[src/rtl/snake_pkg.sv]
// Shared definitions for the snake game direction handling.
// Heading codes, heading type and the reversal helper are used both by the
// direction controller and by the movement/collision logic.
package snake_pkg;

  typedef logic [1:0] dir_t;

  localparam dir_t DIR_UP    = 2'd0;
  localparam dir_t DIR_RIGHT = 2'd1;
  localparam dir_t DIR_DOWN  = 2'd2;
  localparam dir_t DIR_LEFT  = 2'd3;

  // Opposite headings differ only in the upper code bit.
  function automatic dir_t opposite(input dir_t d);
    return d ^ 2'b10;
  endfunction

endpackage

[src/rtl/dir_fifo.sv]
// Small synchronous FIFO holding queued snake headings.
// Ports:
//   clk, reset  - system clock, synchronous active-high reset
//   push        - write wr_data (ignored when full unless pop in same cycle)
//   pop         - remove head entry (ignored when empty)
//   wr_data     - heading to enqueue
//   head_data   - oldest queued heading
//   tail_data   - most recently queued heading (valid when not empty)
//   count       - number of queued entries, 0..DEPTH
//   full, empty - occupancy flags
module dir_fifo
  import snake_pkg::*;
#(
  parameter int DEPTH = 4,
  parameter int PTR_W = 2
) (
  input  logic             clk,
  input  logic             reset,
  input  logic             push,
  input  logic             pop,
  input  dir_t             wr_data,
  output dir_t             head_data,
  output dir_t             tail_data,
  output logic [PTR_W:0]   count,
  output logic             full,
  output logic             empty
);

  localparam logic [PTR_W:0]   FULL_CNT = (PTR_W+1)'(DEPTH);
  localparam logic [PTR_W-1:0] PTR_ONE  = PTR_W'(1);

  dir_t             mem [DEPTH];
  logic [PTR_W-1:0] wr_ptr;
  logic [PTR_W-1:0] rd_ptr;
  logic [PTR_W-1:0] tail_ptr;
  logic             wr_ok;
  logic             rd_ok;

  assign full  = (count == FULL_CNT);
  assign empty = (count == '0);

  // A full queue may still accept a write when the head leaves in the same
  // cycle: the freed slot is exactly the one the write pointer targets.
  assign wr_ok = push && (!full || pop);
  assign rd_ok = pop && !empty;

  assign tail_ptr  = wr_ptr - PTR_ONE;
  assign head_data = mem[rd_ptr];
  assign tail_data = mem[tail_ptr];

  // Storage has no reset; validity is tracked purely by count.
  always_ff @(posedge clk) begin
    if (wr_ok) begin
      mem[wr_ptr] <= wr_data;
    end
  end

  // Pointers wrap naturally modulo DEPTH because DEPTH is a power of two.
  always_ff @(posedge clk) begin
    if (reset) begin
      wr_ptr <= '0;
      rd_ptr <= '0;
      count  <= '0;
    end else begin
      if (wr_ok) begin
        wr_ptr <= wr_ptr + PTR_ONE;
      end
      if (rd_ok) begin
        rd_ptr <= rd_ptr + PTR_ONE;
      end
      case ({wr_ok, rd_ok})
        2'b10:   count <= count + 1'b1;
        2'b01:   count <= count - 1'b1;
        default: count <= count;
      endcase
    end
  end

endmodule

[src/rtl/snake_dir_ctrl.sv]
// Direction controller for the snake game.
// Turns debounced direction-button levels into queued heading changes and
// applies one queued heading per game step.
// Ports:
//   clk, reset          - system clock, synchronous active-high reset
//   btn_up/right/down/left - debounced button levels, 1 = pressed
//   step                - one-cycle game advance pulse, consumes one turn
//   dir                 - current heading (UP=0 RIGHT=1 DOWN=2 LEFT=3)
//   q_count             - number of pending turns, 0..DEPTH
//   drop                - one-cycle pulse when an acceptable turn found the queue full
module snake_dir_ctrl
  import snake_pkg::*;
#(
  parameter int   DEPTH    = 4,
  parameter int   PTR_W    = 2,
  parameter dir_t INIT_DIR = DIR_RIGHT
) (
  input  logic           clk,
  input  logic           reset,
  input  logic           btn_up,
  input  logic           btn_right,
  input  logic           btn_down,
  input  logic           btn_left,
  input  logic           step,
  output dir_t           dir,
  output logic [PTR_W:0] q_count,
  output logic           drop
);

  logic [3:0] btn_now;
  logic [3:0] btn_prev;
  logic [3:0] press;
  logic       cand_valid;
  dir_t       cand;
  dir_t       tail;
  logic       accept;
  logic       drop_next;
  dir_t       head_data;
  dir_t       tail_data;
  logic       q_full;
  logic       q_empty;

  // Bit order follows pick priority: [3]=UP, [2]=RIGHT, [1]=DOWN, [0]=LEFT.
  assign btn_now = {btn_up, btn_right, btn_down, btn_left};
  assign press   = btn_now & ~btn_prev;

  // Previous levels reset to 1 so a button held through reset is not seen
  // as a fresh press when reset is released.
  always_ff @(posedge clk) begin
    if (reset) begin
      btn_prev <= 4'hF;
    end else begin
      btn_prev <= btn_now;
    end
  end

  // Only the highest-priority new press becomes a candidate; others are lost.
  always_comb begin
    cand_valid = 1'b1;
    cand       = DIR_UP;
    if (press[3]) begin
      cand = DIR_UP;
    end else if (press[2]) begin
      cand = DIR_RIGHT;
    end else if (press[1]) begin
      cand = DIR_DOWN;
    end else if (press[0]) begin
      cand = DIR_LEFT;
    end else begin
      cand_valid = 1'b0;
    end
  end

  // A turn is judged against the heading the snake will have once everything
  // already queued has been applied. When the only entry is being popped this
  // cycle it is still the FIFO tail, which is also the heading it becomes.
  always_comb begin
    tail      = q_empty ? dir : tail_data;
    accept    = cand_valid && (cand != tail) && (cand != opposite(tail));
    drop_next = accept && q_full && !step;
  end

  dir_fifo #(
    .DEPTH (DEPTH),
    .PTR_W (PTR_W)
  ) u_fifo (
    .clk       (clk),
    .reset     (reset),
    .push      (accept),
    .pop       (step),
    .wr_data   (cand),
    .head_data (head_data),
    .tail_data (tail_data),
    .count     (q_count),
    .full      (q_full),
    .empty     (q_empty)
  );

  // Heading register and drop pulse; a step with nothing queued keeps dir.
  always_ff @(posedge clk) begin
    if (reset) begin
      dir  <= INIT_DIR;
      drop <= 1'b0;
    end else begin
      drop <= drop_next;
      if (step && !q_empty) begin
        dir <= head_data;
      end
    end
  end

endmodule

[config.mk]
export PLATFORM = sky130hd
export DESIGN_NAME = snake_dir_ctrl
export DESIGN_NICKNAME = d
export VERILOG_FILES = /design/src/rtl/snake_pkg.sv /design/src/rtl/dir_fifo.sv /design/src/rtl/snake_dir_ctrl.sv
export SDC_FILE = /design/constraint.sdc
export NUM_CORES = 1
export LEC_CHECK = 0
export CAP_MARGIN = 20
export CORE_UTILIZATION = 40
export DETAILED_ROUTE_END_ITERATION = 12
export SYNTH_ARGS = -nofsm -noshare
export SYNTH_HDL_FRONTEND = slang
export SYNTH_HIERARCHICAL = 1
export SYNTH_SLANG_ARGS = --single-unit
[constraint.sdc]
create_clock -name clk -period 3.3 [get_ports clk]
set_input_delay 0.66 -clock clk [delete_from_list [all_inputs] [get_ports clk]]
set_output_delay 0.66 -clock clk [all_outputs]
set_load 0.005 [all_outputs]
After elaboration in Yosys (flattened, before gate mapping)
Memory sizes are Yosys's and may differ from the RTL's. A register that Yosys moved wholly into a read port is not among the register bits. Index checks and enable logic that the tools add are counted.

Word-level logic and storage cells: 43. Bits in writable memories: 8. Bits in registers: 12. Memories kept: 1. Bits of input ports: 7.

Multiplexer cells: 12. Bitwise gates (word level): 3. Reduce and logical (&&, ||, !) cells: 12. Add/subtract/negate cells: 5. Eq/ne operators: 5.

Memories: u_fifo.mem (depth 4, bits a word 2, rd ports 2, clocked after memory_dff 1, wr ports 1, line dir_fifo.sv:32) `dir_t mem [DEPTH];`.

Operator list (count): $mux 2 (5); $logic_and 1x1->1 (6); $mux 1 (6); $pmux 3 s2 (1); $add 2x1->2 const B (2); $and 4x4->4 (1); $ne 2x2->1 (2); $not 4->4 (1); $add 3x1->3 const B (1); $eq 3x3->1 const B (1); $logic_not 1->1 (3); $logic_not 3->1 (1); $sub 3x1->3 const B (1); $eq 2x1->1 const B (1); $eq 2x2->1 const B (1); $reduce_bool 2->1 (1); $sub 2x1->2 const B (1); $logic_or 1x1->1 (1); $not 1->1 (1).

Depth between registers and ports, before layout
Word-level depth: 12. Depth in mapped cells: 15.

Hierarchy
Netlist, hierarchy kept.

By module, submodules not included: dir_fifo (area an instance 825.8 µm², seq. area each 420.4 µm², cells each 66, instances 1); snake_dir_ctrl (area an instance 345.3 µm², seq. area each 140.1 µm², cells each 34, instances 1).

Worst setup path after synthesis
OpenSTA, ideal clock, no wires.

Kind: register to register. Start: register u_fifo.wr_ptr[0]. End: register u_fifo.count[2]. Arrival time: 3089 ps. Library setup time: 70 ps. Cell stages (with the launch flop): 15. Path slack: 141 ps. Buffers on the path: 0. Path through: dfxtp_1 > inv_1 > ha_1 > mux4_2 > mux2i_1 > or3b_4 > nand2_1 > a21boi_2 > inv_1 > ha_1 > inv_1 > fa_1 > xor2_1 > or3_2 > a21oi_1.

Longest elaborated chain between the ends: 9. Elaborated cells on any way between the ends: 13.

RTL lines: from (decl) (line dir_fifo.sv:33) `logic [PTR_W-1:0] wr_ptr;`; from (signal assigned) (line dir_fifo.sv:66) `wr_ptr <= wr_ptr + PTR_ONE;`; $sub 2x1->2 (*) (line dir_fifo.sv:47) `assign tail_ptr = wr_ptr - PTR_ONE;`; net u_fifo.tail_ptr[0] (line dir_fifo.sv:35) `logic [PTR_W-1:0] tail_ptr;`; $mem_v2 4x2 (*); net tail_data[0] (line snake_dir_ctrl.sv:39) `dir_t tail_data;`; $mux 2 (*) (line snake_dir_ctrl.sv:78) `tail = q_empty ? dir : tail_data;`; $ne 2x2->1 (line snake_dir_ctrl.sv:79) `accept = cand_valid && (cand != tail) && (cand != opposite(tail));`; $logic_and 1x1->1 (line snake_dir_ctrl.sv:79); $logic_and 1x1->1 (*) (line snake_dir_ctrl.sv:79); net accept (line snake_dir_ctrl.sv:36) `logic accept;`; $logic_and 1x1->1 (*) (line dir_fifo.sv:44) `assign wr_ok = push && (!full || pop);`; $eq 2x1->1 / $eq 2x2->1 (equally long branches) (line dir_fifo.sv:71) `case ({wr_ok, rd_ok})`; $pmux 3 s2 / $reduce_bool 2->1 (equally long branches); to (signal assigned) (line dir_fifo.sv:72) `2'b10: count <= count + 1'b1;`; to (signal assigned) (line dir_fifo.sv:73) `2'b01: count <= count - 1'b1;`; to (signal assigned) (line dir_fifo.sv:74) `default: count <= count;`; to (decl) (line dir_fifo.sv:24) `output logic [PTR_W:0] count,`.

Mark *: on every way through the listed nets, which the timed path passes. The rest lies on a longest branch. A chain may end at the register's enable or synchronous reset.

Worst setup path after layout
Start: register u_fifo.wr_ptr[1]. End: register u_fifo.count[2].

Longest elaborated chain between the ends: 9. Elaborated cells on any way between the ends: 13.

RTL lines (line): $sub 2x1->2 (*) (dir_fifo.sv:47); $mem_v2 4x2 (*); net tail_data[0] (snake_dir_ctrl.sv:39); $mux 2 (*) (snake_dir_ctrl.sv:78); $ne 2x2->1 (snake_dir_ctrl.sv:79); $logic_and 1x1->1 (snake_dir_ctrl.sv:79); $logic_and 1x1->1 (*) (snake_dir_ctrl.sv:79); net accept (snake_dir_ctrl.sv:36); $logic_and 1x1->1 (*) (dir_fifo.sv:44); $eq 2x1->1 / $eq 2x2->1 (equally long branches) (dir_fifo.sv:71); $pmux 3 s2 / $reduce_bool 2->1 (equally long branches).

Marks and branches as above.

==> results.cfg <==
[outcome]
status = finished, final reports clean

[setup_path]
cp_max_fo = 4
required_ns = 3.54
reg2reg_slack_ns = 0.24
timing.rr.start = u_fifo/wr_ptr[1]$_SDFFE_PP0P_
max_stage_delay_ns = 0.43
worstReg2RegEnd = u_fifo/count[2]$_SDFFE_PP0P_
cpMostUsedCell = inv_1
reg2reg_depth = 14
cp_cell_sequence = inv_1 > ha_1 > mux4_2 > mux2i_1 > or3b_4 > nand2_1 > a21boi_2 > inv_1 > ha_1 > inv_1 > fa_1 > xor2_1 > or3_2 > a21oi_2
cp_top_family = simple AND/OR/NAND/NOR gates
cp_num_buf_inv = 3
start_kind = flip-flop
crit_type = flip-flop to flip-flop
critical_path_depth = 14
crit_slowest_cell = or3_2
worst_ep_arrival_time_ns = 3.31
end_kind = flip-flop

[timing]
min_period_ns = 3.06
slew_violations = 0
rsz0062_at_grt = false
skew_ns = 0.00458
maxSlewHeadroom = 0.581
setup_viol = 0
fmax_ghz = 0.326
hold_viol_final = 0
worst_pin_slew_ns = 0.626
finalCritPeriodShare = 0.928
finalSetupTns_ns = 0

[pwr]
ir_worst_vdd_mv = 0.556
share_comb_of_total_power = 0.405
seqPwrFrac = 0.397
p_clk_frac = 0.198
netSwitchingFraction = 0.315
power.leakage_nw = 0.551
internal-power_uw = 729
powerDensity_mw_per_mm2 = 763
p_sw_uw = 335

[detailed_routing]
drt_iter0_markers = 10
viasPerCell = 4.92
wire_per_inst_um = 12.9
drt_wl_total_mm = 1.92
num_vias = 733
drt_pass1_iterations = 4
ant_nets = 0
drcViolationCount = 0

[place]
hpwl_mm = 1.47
post_dp_cell_area_mm2 = 0.00133
routabilityCongestion = 0.737
numPortBuffers = 12

[hold_path]
hold-path-endpoint = u_fifo/wr_ptr[1]$_SDFFE_PP0P_
hold_path_class = flip-flop to flip-flop
holdPathStages = 2
hp-start = u_fifo/wr_ptr[1]$_SDFFE_PP0P_

[layout]
diodes = 0
syn2layout_area_growth_pct = 21.5
final-seq-area_um2 = 562
final_common_cell = dfxtp_1
final_cell_mix = dfxtp_1, clkdlybuf4s50_1, nor2_1, inv_1, edfxtp_1
final_nets = 132
fill_cells = 247
multi_input_area_um2 = 562
final_area_mm2 = 0.00140
drive_gt1_frac = 0.271

[floorplan]
num_io_pins = 13
fp-row-count = 19
die_x_um = 55.6
die_h_um = 55.6
initial_core_util = 0.420
dieArea_mm2 = 0.00309
coreArea_mm2 = 0.00273

[clocking]
clk_pin_slew_ns = 0.13
clk_path_buf_depth = 2
htreeDepth = 1
cts_tree = built
post_cts_buffers = 0
cts_buffers = 3
cts_sinks = 24
clk_latency_ns = 0.31
cts-root-buf = clkbuf_4

[synth]
synth_nets = 112
syn_area_per_cell_um2 = 11.6
yosys_warnings = 6
syn_inst = 99
syn-cell-area_mm2 = 0.00115

[grt]
grt_pass1_vias = 801
grt_max_degree = 18
grt_use_total = 0.141
antenna_found_initial = 0
grt-ovfl-total = 0
grt_pass1_wl_mm = 3.44

[job]
maxCapViolCount = 0
==> through the flow <==
stage	utilization	total power, mW	hold WS, ns	instances	setup WS [ns]
2_1_floorplan	-	0.707	0.459	99	0.218
3_3_place_gp	0.488	0.841	0.471	145	0.00972
3_5_place_dp	0.488	0.856	0.494	145	-0.0758
4_1_cts	0.507	1.07	0.515	149	0.105
5_1_grt	0.510	1.15	0.521	149	0.00379
6_report	0.510	1.06	0.505	149	0.236
==> worst min-delay path, delay by kind of cell, from the launching register on <==
kind,cells,cell delay (ns)
flip-flops,1,0.36
multiplexers,1,0.06
AND/OR/NAND/NOR,1,0.06
==> per-layer routing <==
| metal | up-vias | share of wire | GRT usage |
|---|---|---|---|
| li1 | 374 | - | - |
| met5 | - | 0 | 0 |
| met3 | 2 | 0.028 | 0.0488 |
| met4 | 0 | 0.0099 | 0.0214 |
| met2 | 12 | 0.47 | 0.236 |
| met1 | 345 | 0.50 | 0.182 |
==> worst max path at each step <==
stage / slack [ns] / from / to
after global routing: 0.004 / u_fifo/wr_ptr[0]$_SDFFE_PP0P_ / u_fifo/count[2]$_SDFFE_PP0P_
after floorplan: 0.22 / u_fifo/wr_ptr[0]$_SDFFE_PP0P_ / u_fifo/count[2]$_SDFFE_PP0P_
final: 0.24 / u_fifo/wr_ptr[1]$_SDFFE_PP0P_ / u_fifo/count[2]$_SDFFE_PP0P_
after detailed placement: -0.08 / btn_down / u_fifo/count[2]$_SDFFE_PP0P_
after CTS: 0.11 / u_fifo/wr_ptr[1]$_SDFFE_PP0P_ / u_fifo/count[2]$_SDFFE_PP0P_
after global placement: 0.01 / btn_down / u_fifo/count[2]$_SDFFE_PP0P_
==> what timing repair did <==
| action | in CTS | in global routing |
|---|---|---|
| hold buffers | 0 | 0 |
| resized for setup | 0 | 3 |
| setup endpoints to repair | 0 | 1 |
==> area by class of cell <==
class / instances / area share
well taps: 31 / 0.0278
multi-input cells: 66 / 0.403
clock buffers: 3 / 0.0161
inverters: 8 / 0.0215
flip-flops and latches: 24 / 0.403
repair buffers: 16 / 0.108
clock inverters: 1 / 0.0215
==> flip-flops by register name (all words and copies together) (netlist names), named ones only <==
| name | cells |
|---|---|
| u_fifo/count | 3 |
| dir | 2 |
| drop | 1 |
| u_fifo/mem | 8 |
| u_fifo/rd_ptr | 2 |
| u_fifo/wr_ptr | 2 |
| btn_prev | 4 |
==> power groups by stage <==
| stage | clock [mW] | sequential, mW | combinational [mW] |
|---|---|---|---|
| after floorplan | 0 | 0.426 | 0.281 |
| after CTS | 0.220 | 0.423 | 0.430 |
| after global routing | 0.233 | 0.434 | 0.487 |
| after global placement | 0 | 0.429 | 0.412 |
| final | 0.211 | 0.423 | 0.431 |
| after detailed placement | 0 | 0.430 | 0.427 |
(Power assumes the default switching activity.)
